File: src/rtl/fp_arb_pkg.sv
// Shared types and helpers for the FP multiplier arbiter.
//   state_t : arbiter FSM states
//   FP_W    : default operand/result width (IEEE-754 single)
//   clog2   : index width helper (minimum 1 bit)
package fp_arb_pkg;

  localparam int unsigned FP_W = 32;

  typedef enum logic [2:0] {
    IDLE      = 3'd0,
    LAUNCH    = 3'd1,
    WAIT_BUSY = 3'd2,
    WAIT_DONE = 3'd3,
    RESP      = 3'd4
  } state_t;

  // Bits needed to index n items; never less than 1 so vectors stay legal.
  function automatic int unsigned clog2(input int unsigned n);
    int unsigned r;
    r = 0;
    while ((32'd1 << r) < n) r++;
    return (r == 0) ? 1 : r;
  endfunction

endpackage

File: src/rtl/rr_picker.sv
// Combinational round-robin selector.
//   req      : request vector
//   ptr      : highest-priority index for this round
//   onehot_c : one-hot winner (0 when no request)
//   idx_c    : winner index
//   valid_c  : at least one request present
module rr_picker #(
  parameter int unsigned N_REQ = 4,
  parameter int unsigned IW    = 2
) (
  input  logic [N_REQ-1:0] req,
  input  logic [IW-1:0]    ptr,
  output logic [N_REQ-1:0] onehot_c,
  output logic [IW-1:0]    idx_c,
  output logic             valid_c
);

  // Scan from ptr upward with wrap; the first set bit wins.
  always_comb begin
    int unsigned c;
    onehot_c = '0;
    idx_c    = '0;
    valid_c  = 1'b0;
    c        = 0;
    for (int unsigned i = 0; i < N_REQ; i++) begin
      c = (32'(ptr) + i) % N_REQ;
      if (!valid_c && req[IW'(c)]) begin
        valid_c             = 1'b1;
        idx_c               = IW'(c);
        onehot_c[IW'(c)]    = 1'b1;
      end
    end
  end

endmodule

File: src/rtl/fp_mul_arbiter.sv
// Round-robin arbiter sharing one FP multiplier (start/done handshake,
// done high when idle) among N_REQ requesters.
// Optional watchdog enabled by macro FP_ARB_TIMEOUT_EN.
// Ports:
//   clk, rst_n          : clock, async active-low reset
//   req, a_in, b_in     : requester levels and packed operands (slice i = requester i)
//   gnt                 : one-hot grant pulse, operands captured
//   resp_valid          : one-hot result pulse
//   resp_data, resp_err : result (held) and timeout flag
//   busy                : FSM not in IDLE
//   fp_start, fp_a, fp_b: multiplier launch pulse and operands
//   fp_done, fp_result  : multiplier status and result
module fp_mul_arbiter
  import fp_arb_pkg::*;
#(
  parameter int unsigned N_REQ       = 4,
  parameter int unsigned FP_W        = 32,
  parameter int unsigned TIMEOUT_CYC = 64
) (
  input  logic                  clk,
  input  logic                  rst_n,
  input  logic [N_REQ-1:0]      req,
  input  logic [N_REQ*FP_W-1:0] a_in,
  input  logic [N_REQ*FP_W-1:0] b_in,
  output logic [N_REQ-1:0]      gnt,
  output logic [N_REQ-1:0]      resp_valid,
  output logic [FP_W-1:0]       resp_data,
  output logic                  resp_err,
  output logic                  busy,
  output logic                  fp_start,
  output logic [FP_W-1:0]       fp_a,
  output logic [FP_W-1:0]       fp_b,
  input  logic                  fp_done,
  input  logic [FP_W-1:0]       fp_result
);

  localparam int unsigned IW = clog2(N_REQ);

  state_t           state;
  logic [IW-1:0]    ptr;
  logic [IW-1:0]    idx;
  logic [N_REQ-1:0] sel_oh;

  logic [N_REQ-1:0] pick_oh_c;
  logic [IW-1:0]    pick_idx_c;
  logic             pick_valid_c;

  rr_picker #(
    .N_REQ (N_REQ),
    .IW    (IW)
  ) u_picker (
    .req      (req),
    .ptr      (ptr),
    .onehot_c (pick_oh_c),
    .idx_c    (pick_idx_c),
    .valid_c  (pick_valid_c)
  );

`ifdef FP_ARB_TIMEOUT_EN
  localparam int unsigned TW = clog2(TIMEOUT_CYC);
  logic [TW-1:0] tcnt;
  logic          tcnt_hit_c;

  assign tcnt_hit_c = (tcnt == TW'(TIMEOUT_CYC - 1));
`else
  assign resp_err = 1'b0;
`endif

  // Arbiter FSM; pulses default low every cycle.
  always_ff @(posedge clk or negedge rst_n) begin
    if (!rst_n) begin
      state      <= IDLE;
      ptr        <= '0;
      idx        <= '0;
      sel_oh     <= '0;
      gnt        <= '0;
      resp_valid <= '0;
      resp_data  <= '0;
      busy       <= 1'b0;
      fp_start   <= 1'b0;
      fp_a       <= '0;
      fp_b       <= '0;
`ifdef FP_ARB_TIMEOUT_EN
      tcnt       <= '0;
      resp_err   <= 1'b0;
`endif
    end else begin
      gnt        <= '0;
      fp_start   <= 1'b0;
      resp_valid <= '0;
      case (state)
        IDLE: begin
          // Only arbitrate while the multiplier reports idle.
          if (pick_valid_c && fp_done) begin
            idx      <= pick_idx_c;
            sel_oh   <= pick_oh_c;
            gnt      <= pick_oh_c;
            fp_start <= 1'b1;
            busy     <= 1'b1;
            fp_a     <= FP_W'(a_in >> (32'(pick_idx_c) * FP_W));
            fp_b     <= FP_W'(b_in >> (32'(pick_idx_c) * FP_W));
            state    <= LAUNCH;
          end
        end
        LAUNCH: begin
`ifdef FP_ARB_TIMEOUT_EN
          tcnt  <= '0;
`endif
          state <= WAIT_BUSY;
        end
        WAIT_BUSY: begin
`ifdef FP_ARB_TIMEOUT_EN
          tcnt <= tcnt + 1'b1;
          if (!fp_done) begin
            state <= WAIT_DONE;
          end else if (tcnt_hit_c) begin
            resp_valid <= sel_oh;
            resp_data  <= '0;
            resp_err   <= 1'b1;
            state      <= RESP;
          end
`else
          if (!fp_done) state <= WAIT_DONE;
`endif
        end
        WAIT_DONE: begin
`ifdef FP_ARB_TIMEOUT_EN
          tcnt <= tcnt + 1'b1;
          if (fp_done) begin
            resp_valid <= sel_oh;
            resp_data  <= fp_result;
            resp_err   <= 1'b0;
            state      <= RESP;
          end else if (tcnt_hit_c) begin
            resp_valid <= sel_oh;
            resp_data  <= '0;
            resp_err   <= 1'b1;
            state      <= RESP;
          end
`else
          if (fp_done) begin
            resp_valid <= sel_oh;
            resp_data  <= fp_result;
            state      <= RESP;
          end
`endif
        end
        RESP: begin
          // Next round starts just past the requester that was served.
          ptr   <= (idx == IW'(N_REQ - 1)) ? '0 : idx + 1'b1;
          busy  <= 1'b0;
          state <= IDLE;
        end
        default: begin
          busy  <= 1'b0;
          state <= IDLE;
        end
      endcase
    end
  end

endmodule

File: config.mk
export PLATFORM = sky130hd
export DESIGN_NAME = fp_mul_arbiter
export DESIGN_NICKNAME = d
export VERILOG_FILES = /design/src/rtl/fp_arb_pkg.sv /design/src/rtl/rr_picker.sv /design/src/rtl/fp_mul_arbiter.sv
export SDC_FILE = /design/constraint.sdc
export NUM_CORES = 1
export LEC_CHECK = 0
export ABC_AREA = 1
export CAP_MARGIN = 20
export CORE_AREA = 2 2 155 157
export DETAILED_ROUTE_END_ITERATION = 10
export DIE_AREA = 0 0 157 159
export PLACE_DENSITY = 0.77
export SETUP_SLACK_MARGIN = 0.4
export SYNTH_ARGS = -nofsm -noshare
export SYNTH_HDL_FRONTEND = slang
export SYNTH_HIERARCHICAL = 1
export SYNTH_SLANG_ARGS = --single-unit
File: constraint.sdc
create_clock -name clk -period 3.4 [get_ports clk]
set_input_delay 1.02 -clock clk [delete_from_list [all_inputs] [get_ports clk]]
set_output_delay 1.02 -clock clk [all_outputs]
set_load 0.01 [all_outputs]
==> impl_metrics.json, run 1 <==
{
  "r2r_end": "fp_a[29]",
  "fin_crit_sh": 0.832,
  "ir_drop_v": 0.000570,
  "r2r_setup_slack_ns": 0.70,
  "start_util": 0.339,
  "crit_path_end_kind": "flip-flop",
  "fin_nets": 1991,
  "synth_area_leaders": "dfrtp_1, nand2_1, inv_1",
  "hold_slack_ns": 0.475,
  "clockBufferDepth": 2,
  "numClockSinks": 117,
  "grt_pass1_wl_um": 44700,
  "post-synth-top-area-cell": "dfrtp_1",
  "die_x_um": 157,
  "wl_per_cell_um": 14.9,
  "portBuffers": 400,
  "power_density_mw_per_mm2": 993,
  "cts_tree": "yes",
  "grt_max_degree": 71,
  "rr_worst_depth": 14,
  "hpwlAfterDp_um": 21200,
  "min_period_ns": 2.83,
  "ys_types": 26,
  "cts-root-buf": "clkbuf_16",
  "grt.overflow.total": 0,
  "tightestPinTransition_ns": 0.541,
  "ys.warnings.count": 6,
  "area_growth_pct": 64.9,
  "required_ns": 3.77,
  "die_y_um": 159,
  "grt_setup_unrepaired": "no",
  "hold_viol": 0,
  "clk_pin_slew_ns": 0.07,
  "final_layout_size_suffix_gt1_frac": 0.0528,
  "drt-total-wl_um": 30200,
  "cp-startpoint": "req[3]",
  "drcViolationCount": 0,
  "status": "finished clean",
  "ant_nets": 0,
  "drtPass1Iterations": 6,
  "slew_headroom": 0.639,
  "h-tree-depth": 4,
  "timing.rr.start": "ptr[1]",
  "syn_avg_cell_area_um2": 6.01,
  "leakagePower_nw": 7.20,
  "arrival_ns": 3.20,
  "endpoint": "fp_a[29]",
  "vias": 9141,
  "insertion_delay_ns": 0.43,
  "max_freq_mhz": 353,
  "synth.net_count": 1611,
  "fin_setup_tns_ns": 0,
  "maxSlewViolCount": 0,
  "worstSetupPathType": "in -> reg",
  "std_cell_rows": 56,
  "ys_seq_elements": 117,
  "drv_cap": 0,
  "gp_routability_congestion": 0.921,
  "ios": 402,
  "cts_hold_buf": 0,
  "drt-initial-drc-count": 631,
  "startpoint_type": "input port",
  "vias_per_cell": 4.52,
  "netlist_instances": 1310,
  "syn-cell-area_mm2": 0.00787,
  "fillerInstances": 2205,
  "first_global_vias": 8765,
  "clock-skew-final_ns": 0.0187,
  "die-area_mm2": 0.0250,
  "seq_area_frac_synth": 0.372,
  "synth_top_area_share": 0.372,
  "setup_viol": 0,
  "numCtsBuffers": 17,
  "fin_util": 0.560,
  "grt_usage": 0.227,
  "coreArea_mm2": 0.0232,
  "hp-class": "reg -> reg",
  "path_max_fanout": 28,
  "antenna_found_initial": 1
}
==> routing by layer <==
metal / vias to the layer above / track usage / part of all wire
met4: 0 / 0.0655 / 0.021
met3: 45 / 0.0640 / 0.081
met1: 4160 / 0.266 / 0.40
li1: 4559 / - / -
met2: 377 / 0.401 / 0.50
met5: - / 0 / 0
==> worst max-delay path, stage by stage <==
cell,delay (ns)
clkdlybuf4s50_1,0.44
inv_1,0.08
nand2_1,0.10
nand3_4,0.14
nand2_4,0.07
nor2_4,0.17
buf_4,0.16
nand3_1,0.10
nand3_4,0.13
buf_4,0.35
nand3_1,0.22
nand2_1,0.10
nand2_1,0.05
nand2_1,0.06
==> cells in the mapped netlist <==
cell / count
nand2_1: 644
inv_1: 276
nand3_1: 148
dfrtp_1: 117
buf_2: 32
buf_4: 11
buf_1: 10
clkbuf_1: 10
nand2_2: 8
a21oi_1: 7
nand4_1: 7
ha_1: 6
nor2_1: 6
a21boi_0: 4
inv_2: 4
o21ai_1: 4
nor2_2: 3
o21ai_0: 3
buf_6: 2
nor2_4: 2
conb_1: 1
nand2_4: 1
nand3_2: 1
nand3_4: 1
nand4_2: 1
or2_2: 1
==> layout make-up <==
| type | instances | area, um^2 | share of cell area |
|---|---|---|---|
| Inverter | 280 | 1070 | 0.0821 |
| Clock buffer | 18 | 429 | 0.0331 |
| Multi-Input combinational cell | 848 | 3600 | 0.278 |
| Sequential cell | 117 | 2930 | 0.226 |
| Clock inverter | 14 | 121 | 0.00935 |
| Antenna cell | 1 | 2.50 | 0.000193 |
| Tap cell | 319 | 399 | 0.0308 |
| Timing Repair Buffer | 426 | 4430 | 0.341 |
==> cell usage in the layout, fill, tap and decap left out, types with 7 or more instances in the layout <==
cell type,count
nand3_1,145
clkbuf_16,21
dfrtp_1,115
nand2_1,644
nand4_1,7
nand2_2,7
buf_4,11
clkdlybuf4s50_1,399
inv_1,273
==> power breakdown <==
part	switching [mW]	internal [mW]
Sequential	0.374	2.03
Clock	0.756	0.956
Combinational	5.10	3.68
Total	6.23	6.66
==> stage by stage <==
| stage | area, um^2 | power (mW) | setup slack (ns) | instances |
|---|---|---|---|---|
| after floorplan | 7870 | 7.37 | 0.881 | 1310 |
| after global placement | 12200 | 10.3 | 0.109 | 1981 |
| after detailed placement | 12200 | 10.5 | 0.0115 | 1981 |
| after CTS | 12800 | 12.2 | 0.448 | 2013 |
| after global routing | 13000 | 14.0 | 0.379 | 2023 |
| final | 13000 | 12.9 | 0.570 | 2023 |
==> kinds of logic (layout without fill, tap and decap cells) <==
family | count (synthesis) | after routing | synth area share
flip-flops | 117 | 117 | 0.372
adder cells (fa/ha/maj) | 6 | 6 | 0.00954
buffers and inverters | 345 | 738 | 0.177
AO/OA/AOI/OAI | 18 | 18 | 0.0127
AND/OR/NAND/NOR | 823 | 823 | 0.429
other | 1 | 2 | 0.000476
==> worst min-delay path by stage <==
stage,start,depth (start not counted),endpoint
final,fp_b[18],2,fp_b[18]
after CTS,fp_b[18],2,fp_b[18]
after detailed placement,fp_b[18],2,fp_b[18]
after global placement,fp_a[11],2,fp_a[11]
after global routing,resp_data[20],2,resp_data[20]
after floorplan,idx[1],2,idx[1]
==> what timing repair did <==
item	in CTS	in global routing
gates resized for setup	0	17
setup buffers	0	5
setup endpoints to repair	0	64
==> flip-flops by register name, indices dropped and copies added, names as in the netlist <==
signal and flops:
fp_start 1, fp_b 32, resp_data 32, busy 1, state 3, sel_oh 4, ptr 2, idx 2
gnt 4, fp_a 32, resp_valid 4
(Power assumes the default switching activity.)
==> inputs of run 2 (changes only) <==
Settings changed: CORE_AREA 2 2 155 157 to default, CORE_ASPECT_RATIO from default to 0.7, CORE_UTILIZATION from default to 37, DIE_AREA 0 0 157 159 to default, PLACE_DENSITY 0.77 to 0.85.
Clock period 3.4 ns to 2.6 ns, I/O delays scaled along.
==> run 2 against run 1 <==
  * Register-to-register slack lost 0.52 ns
  * Sequential power is 32% higher
  * Via count increased by 7.0%
  * Wire length increased by 9.9%
  * Count of clock-buffer cells in the layout unchanged
  * Setup slack got worse by 0.39 ns
  * Sequential cell count unchanged
  * Clock power increased by 42%
  * Hold slack worse by 0.25 ns
  * Combinational power up 81%
  * Largest power group unchanged
==> impl_metrics.json, run 2 (synthesized netlist as in run 1, its figures left out) <==
{
  "slowest_stage": "dfrtp_2",
  "grt.overflow.total": 0,
  "fin_nets": 2055,
  "cp-startpoint": "ptr[0]",
  "min_period_ns": 2.42,
  "first_global_vias": 9203,
  "std_cell_rows": 44,
  "timing.rr.start": "ptr[0]",
  "drv_cap": 0,
  "wl_per_cell_um": 16.2,
  "clk_pin_slew_ns": 0.06,
  "mostFrequentLayoutCell": "nand2_1",
  "h-tree-depth": 4,
  "area_growth_pct": 80.6,
  "hold_viol": 0,
  "coreArea_mm2": 0.0208,
  "ios": 402,
  "power_mw": 21.5,
  "setup_viol": 0,
  "cts_tree": "yes",
  "drt-initial-drc-count": 718,
  "worstSetupPathType": "reg -> reg",
  "reg_top3": "fp_a (32), fp_b (32), resp_data (32)",
  "grt_usage": 0.295,
  "clock-skew-final_ns": 0.0101,
  "max_stage_delay_ns": 0.40,
  "numCtsBuffers": 17,
  "gp_routability_congestion": 0.902,
  "cp_num_buf_inv": 8,
  "cts-root-buf": "clkbuf_16",
  "clockBufferDepth": 2,
  "antenna_found_initial": 1,
  "max_freq_mhz": 414,
  "required_ns": 2.91,
  "startpoint_type": "flip-flop",
  "drcViolationCount": 0,
  "grt_pass1_wl_um": 48800,
  "crit_cells": 18,
  "crit_path_end_kind": "flip-flop",
  "cp_top_family": "buffers and inverters",
  "hp-class": "in -> async",
  "crit_chain": "clkinv_4, ha_4, inv_4, buf_4, nand2_2, nand2_2, nand4_1, nand3_4, buf_12, inv_16, buf_12, buf_12, buf_16, nand2_2, nand3_2, nand2_1, nand2_1, nand2_1",
  "leakagePower_nw": 7.84,
  "insertion_delay_ns": 0.42,
  "rr_worst_depth": 18,
  "final_layout_size_suffix_gt1_frac": 0.125,
  "portBuffers": 400,
  "hpwlAfterDp_um": 21600,
  "power_density_mw_per_mm2": 1510,
  "grt_max_degree": 54,
  "ir_drop_v": 0.000835,
  "die_x_um": 176,
  "status": "finished clean",
  "grt_setup_unrepaired": "yes",
  "drtPass1Iterations": 7,
  "maxSlewViolCount": 0,
  "vias": 9782,
  "numClockSinks": 117,
  "cts_hold_buf": 0,
  "ant_nets": 0,
  "drt-total-wl_um": 33100,
  "fin_util": 0.683,
  "die-area_mm2": 0.0219,
  "arrival_ns": 2.72,
  "vias_per_cell": 4.79,
  "fin_crit_sh": 0.929,
  "path_max_fanout": 8,
  "start_util": 0.378,
  "die_y_um": 124,
  "final_cell_mix": "nand2_1, clkdlybuf4s50_1, inv_1"
}
run 2: changes by cell type in the layout (fill, tap and decap cells not counted), moves of 16 or more:
| cell | delta |
|---|---|
| nand3_2 | +16 |
| nand3_1 | -17 |
| nand2_2 | +33 |
| buf_4 | +26 |
| nand2_1 | -39 |
run 2: layout make-up:
cell class	count	area (um^2)
clock inverter	14	178
antenna	1	2.50
timing repair buffer	490	5410
inverter	280	1080
clock buffer	18	429
sequential	117	2930
multi-input combinational	848	3840
fill	1616	6600
tap	276	345
run 2: routing by layer:
metal,track usage,wire [um],part of all wire
met1,0.364,13100,0.39
met5,0,0,0
met3,0.0717,3000,0.091
met4,0.126,1190,0.036
met2,0.496,15900,0.48
run 2: metrics by stage:
step	instances	hold WS [ns]	setup TNS [ns]	instance area [um^2]	setup WS (ns)
global route	2043	0.206	0	14200	0.0772
global placement	1966	0.461	-17.79	12500	-0.305
finish	2044	0.222	0	14200	0.184
detailed placement	1966	0.464	-23.45	12500	-0.405
floorplan	1310	0.457	0	7940	0.388
CTS	2036	0.210	0	14000	0.301
run 2: repair_timing:
item / 4_1_cts / 5_1_grt
pin swaps: 34 / 25
endpoints found under the setup margin: 75 / 70
cloned: 16 / 2
setup buffers: 22 / 5
gates resized for setup: 90 / 51
run 2: final timing paths:
path / to / slack [ns]
hold / removal: resp_data[23] / 0.22
hold reg to reg: resp_data[21] / 0.48
setup reg to reg: fp_a[22] / 0.18
setup / recovery: fp_a[22] / 0.18
min in group clk: resp_data[21] / 0.48
max in group asynchronous: fp_b[12] / 1.82
run 2: power by group:
| part | switching (mW) | leakage, nW | total [mW] | internal [mW] |
|---|---|---|---|---|
| Clock | 0.917 | 0.295 | 2.43 | 1.52 |
| Sequential | 0.516 | 1.47 | 3.17 | 2.65 |
| Combinational | 8.26 | 6.08 | 15.9 | 7.64 |
==> inputs of run 3 (changes only) <==
Settings changed: CORE_MARGIN from default to 4.
==> run 3 against run 2 <==
  * Combinational power rose by 3%
  * Sequential power down 2%
  * Hold slack improved by 0.14 ns
  * Critical path type unchanged
  * Critical endpoint is now fp_a[6]
==> impl_metrics.json, run 3 (synthesized netlist as in run 1, its figures left out) <==
{
  "multiInputGateArea_mm2": 0.00393,
  "die_y_um": 130,
  "hold_viol": 0,
  "ant_nets": 0,
  "gp_routability_congestion": 0.874,
  "min_period_ns": 2.34,
  "area_growth_pct": 81.8,
  "drt-total-wl_um": 34500,
  "tightestPinTransition_ns": 0.563,
  "final_cell_mix": "nand2_1, clkdlybuf4s50_1, inv_1",
  "cp_top_family": "simple AND/OR/NAND/NOR gates",
  "grt_setup_unrepaired": "yes",
  "fin_setup_tns_ns": 0,
  "fillerInstances": 1611,
  "max_freq_mhz": 428,
  "ios": 402,
  "drcViolationCount": 0,
  "numCtsBuffers": 17,
  "antenna_found_initial": 1,
  "wl_per_cell_um": 16.9,
  "status": "finished clean",
  "cp_num_buf_inv": 7,
  "crit_chain": "inv_4, ha_4, inv_4, nand2_2, nand2_2, nor2_4, nand4_1, nand3_4, buf_6, buf_12, buf_12, buf_12, buf_16, nand2_1, nand3_1, nand2_1, nand2_1, nand2_1",
  "maxSlewViolCount": 0,
  "hp-class": "in -> async",
  "portBuffers": 400,
  "ir_drop_v": 0.000836,
  "setup_viol": 0,
  "std_cell_rows": 44,
  "drtPass1Iterations": 5,
  "cp-startpoint": "ptr[0]",
  "crit_top_cell": "nand2_1",
  "cts_tree": "yes",
  "hold_slack_ns": 0.362,
  "path_max_fanout": 7,
  "timing.rr.start": "ptr[0]",
  "h-tree-depth": 4,
  "slew_headroom": 0.625,
  "drt-initial-drc-count": 761,
  "reg_top3": "fp_a (32), fp_b (32), resp_data (32)",
  "power_density_mw_per_mm2": 1530,
  "clk_pin_slew_ns": 0.06,
  "dp.cells": 1957,
  "dpl_worst_slack_ns": -0.390,
  "hpwlAfterDp_um": 22200,
  "coreArea_mm2": 0.0208,
  "seqCellArea_mm2": 0.00293,
  "grt_usage": 0.267,
  "fin_nets": 2049,
  "leakagePower_nw": 7.88,
  "clock-skew-final_ns": 0.00911,
  "cts_hold_buf": 0,
  "vias_per_cell": 4.77,
  "max_stage_delay_ns": 0.39,
  "grt_max_degree": 44,
  "dpl_cell_area_mm2": 0.0124,
  "die-area_mm2": 0.0237,
  "required_ns": 2.91,
  "drv_cap": 0,
  "insertion_delay_ns": 0.41,
  "start_util": 0.378,
  "mostFrequentLayoutCell": "nand2_1",
  "crit_path_end_kind": "flip-flop",
  "vias": 9718,
  "die_x_um": 182,
  "instances_no_fill": 2038,
  "grt.overflow.total": 0,
  "grt_pass1_wl_um": 49800,
  "power_mw": 21.9,
  "numClockSinks": 117,
  "startpoint_type": "flip-flop",
  "setup_ws_ns": 0.262,
  "first_global_vias": 9129,
  "fin_util": 0.688,
  "slowest_stage": "dfrtp_2",
  "clockBufferDepth": 2,
  "cts-root-buf": "clkbuf_16",
  "fin_area_mm2": 0.0143,
  "final_layout_size_suffix_gt1_frac": 0.132,
  "arrival_ns": 2.65,
  "fin_crit_sh": 0.899,
  "worstSetupPathType": "reg -> reg"
}
[run 3: cell count changes in the layout (fill, tap and decap cells not counted), sizes merged]
cell	previous run	this run
buf	90	79
clkdlybuf4s50	389	390
bufinv	3	2
clkdlybuf4s15	1	2
inv	281	287
clkinvlp	1	3
clkinv	9	2
dlymetal6s2s	5	4
clkbuf	22	26
[run 3: layer usage]
layer  wire length (um)  up-vias  GRT usage
li1                   -     4691          -
met1              14000     4434      0.340
met3               2900       72     0.0641
met5                  0        -          0
met2              16600      521      0.454
met4                911        0     0.0847
[run 3: timing repair]
item | 4_1_cts | 5_1_grt
cloned | 15 | 8
gates resized for setup | 71 | 85
pin swaps | 23 | 81
setup endpoints to repair | 77 | 71
setup buffers | 20 | 5
[run 3: final cells by class]
class | count | share of cell area
repair buffers | 484 | 0.380
multi-input cells | 848 | 0.275
flip-flops and latches | 117 | 0.205
inverters | 280 | 0.0747
clock buffers | 18 | 0.0300
well taps | 276 | 0.0241
clock inverters | 14 | 0.0116
diodes | 1 | 0.000175
[run 3: final timing paths]
path,endpoint,slack [ns],cells past startpoint
hold reg to reg,fp_a[14],0.47,2
max in group asynchronous,resp_data[27],1.57,2
hold / removal,resp_valid[3],0.36,1
min in group clk,fp_a[14],0.47,2
setup reg to reg,fp_a[6],0.26,18
setup / recovery,fp_a[6],0.26,18
[run 3: power by group]
part / leakage [nW] / total (mW) / switching (mW) / internal (mW)
combinational: 6.13 / 16.4 / 8.50 / 7.89
clock: 0.282 / 2.42 / 0.981 / 1.44
sequential: 1.47 / 3.12 / 0.470 / 2.65
total: 7.88 / 21.9 / 9.95 / 12.0
